==> config.mk <==
export PLATFORM = sky130hd
export DESIGN_NAME = dmem_arbiter_flat
export DESIGN_NICKNAME = d
export VERILOG_FILES = /design/src/rtl/dmem_arbiter_if.sv /design/src/rtl/dmem_arbiter.sv /design/src/flat_wrapper.sv
export SDC_FILE = /design/constraint.sdc
export NUM_CORES = 1
export LEC_CHECK = 0
export CORE_AREA = 5 5 103 105
export DETAILED_ROUTE_END_ITERATION = 8
export DIE_AREA = 0 0 108 110
export GPL_TIMING_DRIVEN = 0
export PLACE_DENSITY = 0.82
export SYNTH_ARGS = -nofsm -noshare
export SYNTH_HDL_FRONTEND = slang
export SYNTH_SLANG_ARGS = --single-unit
export TNS_END_PERCENT = 5
==> constraint.sdc <==
create_clock -name clk -period 2.75 [get_ports clk]
set_input_delay 0.275 -clock clk [delete_from_list [all_inputs] [get_ports clk]]
set_output_delay 0.275 -clock clk [all_outputs]
set_load 0.01 [all_outputs]
==> src/rtl/dmem_arbiter_if.sv <==
// Requester-side bus for one port of the data-memory arbiter.
interface dmem_arbiter_if;
    logic        req;
    logic        we;
    logic [31:0] addr;
    logic [31:0] wdata;
    logic        gnt;
    logic        rvalid;
    logic [31:0] rdata;

    modport master (output req, we, addr, wdata, input gnt, rvalid, rdata);
    modport slave  (input req, we, addr, wdata, output gnt, rvalid, rdata);
endinterface

==> src/rtl/dmem_arbiter.sv <==
// Two-port arbiter in front of a single-port data memory: CPU port 0 has priority,
// debug port 1 is protected from starvation by a wait counter that forces a grant.
module dmem_arbiter #(
    parameter int ADDR_W   = 8,
    parameter int MAX_WAIT = 4
) (
    input  logic              clk,
    input  logic              rst,
    dmem_arbiter_if.slave     p0,
    dmem_arbiter_if.slave     p1,
    output logic              err,
    output logic [ADDR_W-1:0] mem_addr,
    output logic              mem_we,
    output logic [31:0]       mem_wdata,
    input  logic [31:0]       mem_rdata
);
    localparam logic [3:0] WAIT_LIMIT = 4'(MAX_WAIT);

    // A byte address is legal only if nothing above the word-index field is set.
    function automatic logic in_range(input logic [31:0] addr);
        return (addr >> (ADDR_W + 2)) == 32'd0;
    endfunction

    logic              gnt0_s;
    logic              gnt1_s;
    logic              in_range0_s;
    logic              in_range1_s;
    logic              mem_we_s;
    logic [ADDR_W-1:0] mem_addr_s;
    logic [31:0]       mem_wdata_s;
    logic [3:0]        wait_cnt_r;
    logic [3:0]        wait_cnt_nxt_s;
    logic              force_r;
    logic              force_nxt_s;
    logic              rvalid0_r;
    logic              rvalid1_r;
    logic              err_r;
    logic [31:0]       rdata0_r;
    logic [31:0]       rdata1_r;

    assign in_range0_s = in_range(p0.addr);
    assign in_range1_s = in_range(p1.addr);

    // Grant decision: a forced port 1 beats port 0, otherwise port 0 wins.
    always_comb begin
        gnt0_s = 1'b0;
        gnt1_s = 1'b0;
        if (rst) begin
            gnt0_s = 1'b0;
            gnt1_s = 1'b0;
        end else if (force_r && p1.req) begin
            gnt1_s = 1'b1;
        end else if (p0.req) begin
            gnt0_s = 1'b1;
        end else if (p1.req) begin
            gnt1_s = 1'b1;
        end else begin
            gnt0_s = 1'b0;
            gnt1_s = 1'b0;
        end
    end

    // Memory drive from the granted port; when idle the address parks on port 0.
    always_comb begin
        mem_addr_s  = p0.addr[ADDR_W+1:2];
        mem_wdata_s = 32'd0;
        mem_we_s    = 1'b0;
        if (gnt1_s) begin
            mem_addr_s  = p1.addr[ADDR_W+1:2];
            mem_wdata_s = p1.wdata;
            mem_we_s    = p1.we && in_range1_s;
        end else if (gnt0_s) begin
            mem_addr_s  = p0.addr[ADDR_W+1:2];
            mem_wdata_s = p0.wdata;
            mem_we_s    = p0.we && in_range0_s;
        end else begin
            mem_we_s    = 1'b0;
        end
    end

    // Starvation tracking: force is raised on the edge the counter reaches the limit.
    always_comb begin
        wait_cnt_nxt_s = wait_cnt_r;
        force_nxt_s    = force_r;
        if (!p1.req || gnt1_s) begin
            wait_cnt_nxt_s = 4'd0;
        end else if (wait_cnt_r < WAIT_LIMIT) begin
            wait_cnt_nxt_s = wait_cnt_r + 4'd1;
        end else begin
            wait_cnt_nxt_s = wait_cnt_r;
        end
        if (gnt1_s) begin
            force_nxt_s = 1'b0;
        end else if (p1.req && (wait_cnt_nxt_s == WAIT_LIMIT)) begin
            force_nxt_s = 1'b1;
        end else begin
            force_nxt_s = force_r;
        end
    end

    // Registered read return, error pulse and arbitration state.
    always_ff @(posedge clk) begin
        if (rst) begin
            wait_cnt_r <= 4'd0;
            force_r    <= 1'b0;
            rvalid0_r  <= 1'b0;
            rvalid1_r  <= 1'b0;
            err_r      <= 1'b0;
            rdata0_r   <= 32'd0;
            rdata1_r   <= 32'd0;
        end else begin
            wait_cnt_r <= wait_cnt_nxt_s;
            force_r    <= force_nxt_s;
            rvalid0_r  <= gnt0_s && !p0.we;
            rvalid1_r  <= gnt1_s && !p1.we;
            err_r      <= (gnt0_s && !in_range0_s) || (gnt1_s && !in_range1_s);
            if (gnt0_s && !p0.we) begin
                rdata0_r <= in_range0_s ? mem_rdata : 32'd0;
            end else begin
                rdata0_r <= rdata0_r;
            end
            if (gnt1_s && !p1.we) begin
                rdata1_r <= in_range1_s ? mem_rdata : 32'd0;
            end else begin
                rdata1_r <= rdata1_r;
            end
        end
    end

    assign p0.gnt    = gnt0_s;
    assign p1.gnt    = gnt1_s;
    assign p0.rvalid = rvalid0_r;
    assign p1.rvalid = rvalid1_r;
    assign p0.rdata  = rdata0_r;
    assign p1.rdata  = rdata1_r;
    assign err       = err_r;
    assign mem_addr  = mem_addr_s;
    assign mem_we    = mem_we_s;
    assign mem_wdata = mem_wdata_s;
endmodule

==> src/flat_wrapper.sv <==
// flat-port wrapper written by rule: the top's interface ports become plain ports
module dmem_arbiter_flat 
#(
    parameter int ADDR_W   = 8,
    parameter int MAX_WAIT = 4
)
  (clk, rst, err, mem_addr, mem_we, mem_wdata, mem_rdata, p0_req, p0_we, p0_addr, p0_wdata, p0_gnt, p0_rvalid, p0_rdata, p1_req, p1_we, p1_addr, p1_wdata, p1_gnt, p1_rvalid, p1_rdata);
  dmem_arbiter_if p0_i ();
  dmem_arbiter_if p1_i ();
  input  logic clk;
  input  logic rst;
  output logic err;
  output logic [ADDR_W-1:0] mem_addr;
  output logic mem_we;
  output logic [31:0] mem_wdata;
  input  logic [31:0] mem_rdata;
  input wire logic [$bits(p0_i.req)-1:0] p0_req;
  input wire logic [$bits(p0_i.we)-1:0] p0_we;
  input wire logic [$bits(p0_i.addr)-1:0] p0_addr;
  input wire logic [$bits(p0_i.wdata)-1:0] p0_wdata;
  output wire logic [$bits(p0_i.gnt)-1:0] p0_gnt;
  output wire logic [$bits(p0_i.rvalid)-1:0] p0_rvalid;
  output wire logic [$bits(p0_i.rdata)-1:0] p0_rdata;
  input wire logic [$bits(p1_i.req)-1:0] p1_req;
  input wire logic [$bits(p1_i.we)-1:0] p1_we;
  input wire logic [$bits(p1_i.addr)-1:0] p1_addr;
  input wire logic [$bits(p1_i.wdata)-1:0] p1_wdata;
  output wire logic [$bits(p1_i.gnt)-1:0] p1_gnt;
  output wire logic [$bits(p1_i.rvalid)-1:0] p1_rvalid;
  output wire logic [$bits(p1_i.rdata)-1:0] p1_rdata;
  assign p0_i.req = p0_req;
  assign p0_i.we = p0_we;
  assign p0_i.addr = p0_addr;
  assign p0_i.wdata = p0_wdata;
  assign p0_gnt = p0_i.gnt;
  assign p0_rvalid = p0_i.rvalid;
  assign p0_rdata = p0_i.rdata;
  assign p1_i.req = p1_req;
  assign p1_i.we = p1_we;
  assign p1_i.addr = p1_addr;
  assign p1_i.wdata = p1_wdata;
  assign p1_gnt = p1_i.gnt;
  assign p1_rvalid = p1_i.rvalid;
  assign p1_rdata = p1_i.rdata;
  dmem_arbiter #(.ADDR_W(ADDR_W), .MAX_WAIT(MAX_WAIT)) u_core (.clk(clk), .rst(rst), .p0(p0_i), .p1(p1_i), .err(err), .mem_addr(mem_addr), .mem_we(mem_we), .mem_wdata(mem_wdata), .mem_rdata(mem_rdata));
endmodule
==> results of run 1 <==
## cells in the final DEF (no fill, tap or decap), drive strengths merged
cell type      instances
nor4                   8
nor2                   8
a22o                  97
nand2b                 2
or4                    3
inv                    3
nand4                  2
dlymetal6s2s           2
and3b                  2
nand2                  4
mux2                   8
dlygate4sd2            1
nor2b                  1
bufinv                 2
buf                   10
a211oi                 1
xnor2                  1
or3                    1
clkinv                 3
nor3                   3
clkdlybuf4s50        268
ha                     1
clkinvlp               1
or2b                   2
o21ai                  1
o22ai                  1
a21oi                  4
clkbuf                22
nor4bb                 1
a2111oi                1
dfxtp                 72
## area by class of cell
| class | instances | area [µm²] | share of cell area (%) |
|---|---|---|---|
| Timing Repair Buffer | 273 | 2730 | 45.1 |
| Sequential cell | 72 | 1440 | 23.8 |
| Multi-Input combinational cell | 152 | 1280 | 21.2 |
| Buffer | 21 | 203 | 3.34 |
| Tap cell | 133 | 166 | 2.75 |
| Clock buffer | 9 | 124 | 2.04 |
| Clock inverter | 7 | 105 | 1.73 |
| Inverter | 2 | 7.51 | 0.124 |
## worst max path at each step
stage	slack (ns)	cells after the start	startpoint	endpoint
3_5_place_dp	-0.29	6	p0_req	mem_wdata[11]
2_1_floorplan	1.08	4	p0_addr[14]	mem_we
3_3_place_gp	-0.22	5	p1_req	mem_wdata[11]
4_1_cts	0.002	6	rst	mem_addr[2]
5_1_grt	0.05	5	u_core.force_r	mem_addr[2]
6_report	0.19	5	u_core.force_r	mem_addr[2]
## metrics by stage
step / power [µW] / TNS (ns) / hold WS [ns]
final: 2430 / 0 / 0.338
after global routing: 2540 / 0 / 0.340
after CTS: 2450 / 0 / 0.486
after detailed placement: 1520 / -5.89 / 0.463
after global placement: 1520 / -4.85 / 0.461
after floorplan: 1170 / 0 / 0.344
## logic make-up (layout without fill, tap and decap cells)
kind of cell / Yosys count / in the layout / synth area share [%]
compound gates: 105 / 105 / 31.6
xor+xnor: 1 / 1 / 0.301
buf+inv: 23 / 312 / 6.88
fa+ha+maj: 1 / 1 / 0.430
flops: 72 / 72 / 49.5
simple gates: 37 / 37 / 8.17
mux: 8 / 8 / 3.09
## worst max-delay path, cell delays in order (launching register included)
cell,delay (ns)
dfxtp_1,0.49
nor2b_1,0.15
nor2_4,0.21
clkbuf_4,0.25
mux2_1,0.36
clkdlybuf4s50_1,0.48
## state kept, by name, summed over array words and instances, names as in the netlist
register / flops
u_core.p0.rdata: 32
u_core.force_r: 1
u_core.p1.rdata: 32
u_core.wait_cnt_r: 4
u_core.p0.rvalid: 1
u_core.p1.rvalid: 1
u_core.err: 1
## report_power, final
part           switching [µW]  internal (µW)  leakage, µW
clock network             410            521     0.000112
logic                     148            306      0.00160
registers                1.61           1040     0.000580
## metal layers
layer  track usage (%)  routed length, µm  vias up  share of wire, %
met5                 0                  0        -                 0
met4              5.86                206        0               1.6
met3              6.81               1110       13               8.6
met2              38.3               6850      170                53
met1              22.8               4700     1557                36
li1                  -                  -     1545                 -
## timing repair
action | CTS | global route
buffers inserted | 0 | 2
setup endpoints to repair | 36 | 27
pin swaps | 1 | 1
resized for setup | 8 | 5
==> key figures, run 1 <==
Floorplan
  – Floorplan row count: 36
  – Floorplan die width: between 100 and 150 µm
  – Initial cell density of the core: a little under a third
  – Vertical die dimension: ~110 µm
  – Placeable core area: roughly 9500 µm²
  – Boundary Pins: between 200 and 300
  – Full die area: 11900 µm²

STA
  – Final-report max-slew violation count: 0
  – Max Fclk: around 390 MHz
  – Setup slack of the critical path after layout: ~0.19 ns
  – Post-layout minimum cycle time: about 2.6 ns
  – Worst clock skew: 0.00940 ns
  – Period utilisation layout: about 93%
  – Worst Max-Slew Pin Slew: 0.542 ns
  – Unrepaired setup endpoints after global routing: no
  – Setup-failing EPs final: 0
  – Number of hold violations in the final report: 0
  – Worst slew margin relative to its limit: between 60% and 70%

Place
  – Placed cell count: between 600 and 700
  – Detailed placer's ending HPWL: ~11000 µm
  – Port Buf Inserts: 271
  – Gp weighted congestion: about 0.9
  – Standard cell area after detailed placement: slightly below 6000 µm²
  – Dpl ws: -0.295 ns

Global routing
  – Total global routing track utilization: roughly a fifth
  – First-pass GRT wire length: 18900 µm
  – Initial antenna violation count: 0
  – Via count of the first global-routing pass: ~3.5k
  – GR Overflow Total: 0
  – Largest net degree at the start of global routing: 15

Routing
  – Total vias in the final route: roughly 3.3k
  – Antenna Nets Post-Route: 0
  – Final routed DRC violation total: 0
  – Iteration count of the initial detailed-routing pass: 4
  – Total detailed-routing wirelength: between 10000 and 15000 µm
  – DR iter-0 viols: 94
  – Post-detailed-route via-to-cell ratio: about 4.9
  – Average detailed-routed wire length per instance: around 19 µm

Clocking
  – Clock net sink count: between 70 and 80
  – Clock buffers created by TritonCTS: 9
  – Number of buffers inserted by hold repair at cts: 0
  – Number of H-tree levels: 3
  – Number of buffers between clock root and the deepest sink: 2
  – Clock tree from TritonCTS: done
  – Worst-skew pair later-pin latency: roughly 0.34 ns
  – Clock root buffer master: clkbuf_8
  – Clock edge transition at the registers on the reported setup and hold paths: about 0.080 ns

Setup path
  – Peak fanout along the critical path: 10
  – Startpoint-to-endpoint class of the critical path: reg2out
  – CP Data Required Time: between 2 and 2.5 ns
  – Critical Path End Type: output port
  – Source of the worst register-to-register timing path: u_core.force_r
  – Startpoint types: register
  – FF-to-FF End: u_core.p1.rdata[16]
  – Data arrival at the endpoint of the critical path: about 2.3 ns
  – Slack of the worst reg-to-reg path: about 0.84 ns
  – R2R depth: 5

Logic synthesis
  – Most repeated cell in the gate-level netlist after synthesis: a22o_1
  – Count of state elements after synthesis: slightly above 70
  – Total nets after synthesis: between 400 and 500
  – Most area-consuming cells after synthesis: dfxtp_1 (50%), a22o_1 (29%), buf_12 (4.1%)
  – Warnings from Yosys: 0
  – Post-synth top area cell: dfxtp_1
  – Netlist cell types: 30
  – Yosys top cell area share: between 40% and 50%
  – Most used flip-flop cell after synthesis: dfxtp_1
  – Mean instance size in the synthesized netlist: ~12 µm²
  – Share of flip-flops with an asynchronous set or reset after synthesis: 0%
  – Post-Synthesis Cell Area: about 2900 µm²
  – Most instantiated cells after synthesis: a22o_1 (97), dfxtp_1 (72), clkbuf_1 (12)
  – Cells after Synth: ~250
  – Number of flops mapped to enable cells by yosys: 0
  – Portion of the post-synthesis area used by sequential elements: 49.5%

Finish
  – Share of the core filled with cells: 63.5%
  – Layout cell share with drive strength beyond 1: 8.21%
  – Count of antenna diodes in the layout: 0
  – Final std cells w/o fill: between 600 and 700
  – Area growth, synth to finish: 108%
  – Non-Filler Cell Area, Final: between 6000 and 7000 µm²
  – Number of fill cells: roughly 800
  – Count of nets after finishing: 698

Outcome
  – Result of the run: complete, no violations

Worst hold path
  – Worst min-delay path category: in2reg
  – Start point of the worst hold path: rst
  – Cell depth of the worst min-delay path: 2
  – Hold Crit Endpoint: u_core.force_r

Flow run
  – Max capacitance violation total: 0

Power
  – Power density over the cells: around 400 nW/µm²
  – Lkg Pwr: approximately 0.0023 µW
  – Worst voltage drop across the vdd grid: between 300 and 400 µV
Note: power is estimated with default switching activity, not from simulation.
==> run 2: changes to the inputs <==
--- a/config.mk
+++ b/config.mk
@@ -5,11 +5,15 @@
 export SDC_FILE = /design/constraint.sdc
 export NUM_CORES = 1
 export LEC_CHECK = 0
-export CORE_AREA = 5 5 103 105
+export CAP_MARGIN = 20
+export CELL_PAD_IN_SITES_DETAIL_PLACEMENT = 0
+export CELL_PAD_IN_SITES_GLOBAL_PLACEMENT = 1
+export CORE_AREA = 5 5 122 124
 export DETAILED_ROUTE_END_ITERATION = 8
-export DIE_AREA = 0 0 108 110
+export DIE_AREA = 0 0 127 129
 export GPL_TIMING_DRIVEN = 0
-export PLACE_DENSITY = 0.82
+export PLACE_DENSITY_LB_ADDON = 0.1
+export SLEW_MARGIN = 30
 export SYNTH_ARGS = -nofsm -noshare
 export SYNTH_HDL_FRONTEND = slang
 export SYNTH_SLANG_ARGS = --single-unit
==> run 2 against run 1 <==
Clock power is 20% higher. Core utilization decreased by 18 points. Total power rose by 7.6%. Wire length grew 2.4%. Sequential power hardly changed. Cell area increased by 2.2%. Die area up 38%. Clock skew down 0.0028 ns. Register-to-register slack lost 0.02 ns. Worst hold slack better by 0.0099 ns. Flip-flop and latch count unchanged. Largest cell class unchanged. Highest routed layer unchanged.
==> key figures, run 2 (synthesis gave the netlist of run 1 again) <==
STA
  – Worst clock skew: approximately 0.0066 ns
  – Setup-failing EPs final: 0
  – Max Fclk: between 300 and 400 MHz
  – Worst Max-Slew Pin Slew: 0.536 ns
  – Final-report max-slew violation count: 0
  – Number of hold violations in the final report: 0
  – Period utilisation layout: 93.5%
  – Unrepaired setup endpoints after global routing: no
  – Post-layout minimum cycle time: around 2.6 ns
  – Worst hold margin: roughly 0.35 ns
  – Worst slew margin relative to its limit: between 60% and 70%

Routing
  – Iteration count of the initial detailed-routing pass: 4
  – Total vias in the final route: approximately 3.2k
  – Post-detailed-route via-to-cell ratio: 4.49
  – Final routed DRC violation total: 0
  – Total detailed-routing wirelength: 13200 µm
  – Antenna Nets Post-Route: 0
  – Average detailed-routed wire length per instance: approximately 18 µm
  – DR iter-0 viols: 91

Clocking
  – Number of buffers between clock root and the deepest sink: 2
  – Worst-skew pair later-pin latency: ~0.33 ns
  – Clock root buffer master: clkbuf_16
  – Clock buffers created by TritonCTS: 9
  – Number of H-tree levels: 3
  – Clock net sink count: just over 70
  – Clock edge transition at the registers on the reported setup and hold paths: about 0.050 ns
  – Clock tree from TritonCTS: done

Place
  – Detailed placer's ending HPWL: around 11000 µm
  – Standard cell area after detailed placement: ~5800 µm²
  – Port Buf Inserts: around 270
  – Gp weighted congestion: 0.773

Setup path
  – Maximum cell stage delay along the critical path: 0.54 ns
  – Critical Path, Cell by Cell: clkdlybuf4s50_1, inv_1, a211oi_4, clkbuf_2, a22o_1, clkdlybuf4s50_1
  – CP Data Required Time: 2.48 ns
  – Startpoint types: input pin
  – Critical Path Slowest Stage Cell: clkdlybuf4s50_1
  – Data arrival at the endpoint of the critical path: between 2 and 2.5 ns
  – Most prevalent standard cell on the critical path: clkdlybuf4s50_1
  – Startpoint-to-endpoint class of the critical path: in2out
  – Peak fanout along the critical path: 10
  – R2R depth: 5
  – Critical Path End Type: output port

Floorplan
  – Floorplan row count: 43
  – Placeable core area: approximately 14000 µm²
  – Initial cell density of the core: between 20% and 30%
  – Boundary Pins: between 200 and 300
  – Vertical die dimension: about 130 µm
  – Floorplan die width: roughly 130 µm
  – Full die area: 16400 µm²

Global routing
  – Total global routing track utilization: about 16%
  – First-pass GRT wire length: slightly below 20000 µm
  – Via count of the first global-routing pass: 3497
  – Initial antenna violation count: 3
  – GR Overflow Total: 0
  – Largest net degree at the start of global routing: 13

Finish
  – Area growth, synth to finish: 113%
  – Area used by multi-input combinational logic: around 1300 µm²
  – Share of the core filled with cells: approximately 45%
  – Most common cell after layout, fill and taps aside: clkdlybuf4s50_1
  – Number of fill cells: between 1k and 1.5k
  – Layout cell share with drive strength beyond 1: under 10%
  – FF/Latch Area: around 1400 µm²
  – Count of nets after finishing: ~700
  – Non-Filler Cell Area, Final: about 6200 µm²
  – Highest-count cells in the layout ignoring fill and taps: clkdlybuf4s50_1 (269), a22o_1 (97), dfxtp_1 (72), clkbuf_16 (9), nor4_1 (8)

Worst hold path
  – Worst min-delay path category: in2reg
  – Cell depth of the worst min-delay path: 2

Power
  – Total power: roughly 2600 µW
  – Power density over the cells: ~420 nW/µm²
  – Lkg Pwr: between 0.002 and 0.0025 µW
  – Worst voltage drop across the vdd grid: 338 µV

Flow run
  – Max capacitance violation total: 0

Outcome
  – Result of the run: complete, no violations
-- run 2: cell count changes in the layout (fill, tap and decap cells not counted), moves of 2 or more --
cell and change:
clkbuf_16 +9, clkbuf_8 -9, diode_2 +3, clkinv_4 -2
-- run 2: timing repair --
| item | CTS | global route |
|---|---|---|
| pin swaps | 0 | 1 |
| hold buffers | 0 | 0 |
| setup endpoints to repair | 36 | 35 |
| resized for setup | 9 | 5 |
| buffers inserted | 0 | 2 |
-- run 2: layout make-up --
| cell class | instances | area share [%] |
|---|---|---|
| flip-flops and latches | 72 | 23.3 |
| well taps | 180 | 3.64 |
| clock inverters | 5 | 0.950 |
| clock buffers | 10 | 3.70 |
| diodes | 3 | 0.121 |
| multi-input cells | 152 | 20.8 |
| inverters | 2 | 0.121 |
| plain buffers | 21 | 3.31 |
| repair buffers | 273 | 44.1 |
-- run 2: final timing paths --
kind	startpoint	endpoint	slack, ns
worst max-delay path	p0_req	mem_wdata[4]	0.18
worst max register to register	u_core.force_r	u_core.p1.rdata[28]	0.82
worst min register to register	u_core.p0.rdata[8]	u_core.p0.rdata[8]	0.47
worst min-delay path	rst	u_core.force_r	0.35
-- run 2: where the power goes --
part / internal, µW / switching, µW / leakage (µW)
Sequential: 1050 / 1.39 / 0.000580
Clock: 696 / 422 / 0.000135
Combinational: 307 / 145 / 0.00160
-- run 2: per-layer routing --
metal	GRT usage (%)	wire, µm	vias up
met5	0	0	-
met4	6.25	323	0
met3	8.14	1510	17
met2	26.9	6490	166
met1	16.3	4850	1487
li1	-	-	1555
-- run 2: metrics by stage --
stage / setup slack, ns / instances / TNS [ns]
final: 0.177 / 718 / 0
after global routing: 0.0314 / 718 / 0
after CTS: 0.0117 / 713 / 0
after detailed placement: -0.267 / 698 / -7.31
after global placement: -0.206 / 698 / -5.73
after floorplan: 1.08 / 247 / 0
-- run 2: worst max-delay path, delay by kind of cell --
family	cells	cell delay (ns)
buffers and inverters	4	1.46
AO/OA/AOI/OAI	2	0.56
==> RTL edit, RTL diff (config.mk and constraints of run 1) <==
Put one more register stage on the output `err`, cleared by the reset. The value now appears one clock later. The other outputs are not delayed to match.
--- a/src/rtl/dmem_arbiter.sv
+++ b/src/rtl/dmem_arbiter.sv
@@ -133,7 +133,13 @@
     assign p1.rvalid = rvalid1_r;
     assign p0.rdata  = rdata0_r;
     assign p1.rdata  = rdata1_r;
-    assign err       = err_r;
+    always_ff @(posedge clk) begin
+        if (rst) begin
+            err <= '0;
+        end else begin
+            err <= err_r;
+        end
+    end
     assign mem_addr  = mem_addr_s;
     assign mem_we    = mem_we_s;
     assign mem_wdata = mem_wdata_s;
Function: changed (a bounded check fails within 4 cycles, from zero or initial values and one cycle with rst high).
==> RTL edit against run 1 <==
Setup slack lost 0.016 ns. Critical path depth is the same. Design area shrank 0.17%. Final cell count grew 0.75%. Sequential cell count grew 1. Routed wire length shrank 0.54%. Clock power shrank 20%. Total power shrank 7.0%. Area after synthesis grew 1.0%. Critical endpoint is now mem_addr[3]. Largest cell class unchanged. Largest power group unchanged.
==> RTL edit: results (changes against run 1) <==
stage,metric,value,unit,change
status,outcome,finished clean,,
yosys,synth_compound_area_share,31.3,%,-0.32 points
sta,whs,0.365,ns,+0.0271 ns
yosys,ys_top_cells_by_area,"dfxtp_1 50%, a22o_1 29%, buf_12 4.1%",,
grt,antenna_found_initial,3,,+3
cells_and_area,drive_gt1_share,8.74,%,+0.53 points
power,p_leak,2.29,nW,about the same
sta,finalWorstSetupSlack,0.171,ns,-0.0159 ns
yosys,netlist_top_cells_count,"97 x a22o_1, 73 x dfxtp_1, 9 x clkbuf_1",,
worst_setup_path,critPathCapture,mem_addr[3],,
grt,use_met3,7.51,%,+0.70 points
route,first_iter_violations,91,,-3.2%
route,wl_met2,6.74,mm,-1.7%
yosys,synth_nets,416,,+0.48%
grt,grt_first_pass_wirelength,18.8,mm,-0.80%
placement,placed_cells,653,,+0.31%
route,drt-wirelength-per-cell,19.0,um,-1.3%
hold_path,worst_hold_startpoint,p1_req,,
yosys,yosysSeqAreaShare,49.7,%,+0.18 points
route,met3_length,1.18,mm,+6.5%
clocking,cts_buffers,9,,unchanged
power,ir_drop,0.000214,V,-33%
hold_path,worstHoldEndpoint,u_core.p0.rvalid$_SDFF_PP0_,,
yosys,yosys.area_share.xor_xnor,0.298,%,-0.0031 points
grt,met1_usage,20.3,%,-2.5 points
sta,worst_pin_slew,0.505,ns,-0.0367 ns
yosys,syn-instance-count,249,,+0.81%
power,internal_power,1.72,mW,-8.2%
placement,placed_cell_area,5820,um2,+0.52%
placement,pre_cts_slack,-0.245,ns,+0.0502 ns
grt,grt_max_degree,14,,-1
worst_setup_path,reg2reg_depth,4,,-1
cells_and_area,layout.nets,700,,+0.29%
placement,dp_hpwl,10.7,mm,-1.5%
sta,skew,0.00628,ns,-0.00312 ns
worst_setup_path,r2r_slack,1.00,ns,+0.16 ns
route,via_per_inst,4.93,,+0.41%
route,wirelength,12.8,mm,-0.54%
yosys,synth_fa_ha_area_share,0.425,%,-0.0044 points
yosys,synthMuxAreaShare,3.06,%,-0.032 points
placement,gp_congestion,0.881,,-0.91%
## RTL edit: through the flow
stage	setup TNS, ns	utilization [%]
6_report	0	63.4
5_1_grt	0	63.4
4_1_cts	0	63.0
3_5_place_dp	-5.68	61.0
3_3_place_gp	-4.18	61.0
2_1_floorplan	0	-
## RTL edit: repair_timing
action	CTS	global route
buffers inserted	0	2
gates resized for setup	9	5
pin swaps	1	1
endpoints found under the setup margin	37	24
## RTL edit: power by group through the flow
stage | sequential, mW | clock [mW] | combinational (mW)
detailed placement | 1.09 | 0 | 0.448
global placement | 1.09 | 0 | 0.443
floorplan | 1.09 | 0 | 0.0999
global route | 1.06 | 0.817 | 0.482
finish | 1.06 | 0.748 | 0.453
CTS | 1.06 | 0.772 | 0.454
## RTL edit: area by class of cell
type	instances	area, um2
Clock buffer	10	138
Sequential cell	73	1460
Timing Repair Buffer	273	2730
Tap cell	133	166
Buffer	21	209
Fill cell	774	3500
Inverter	2	7.51
Antenna cell	3	7.51
Clock inverter	6	41.3
Multi-Input combinational cell	153	1290
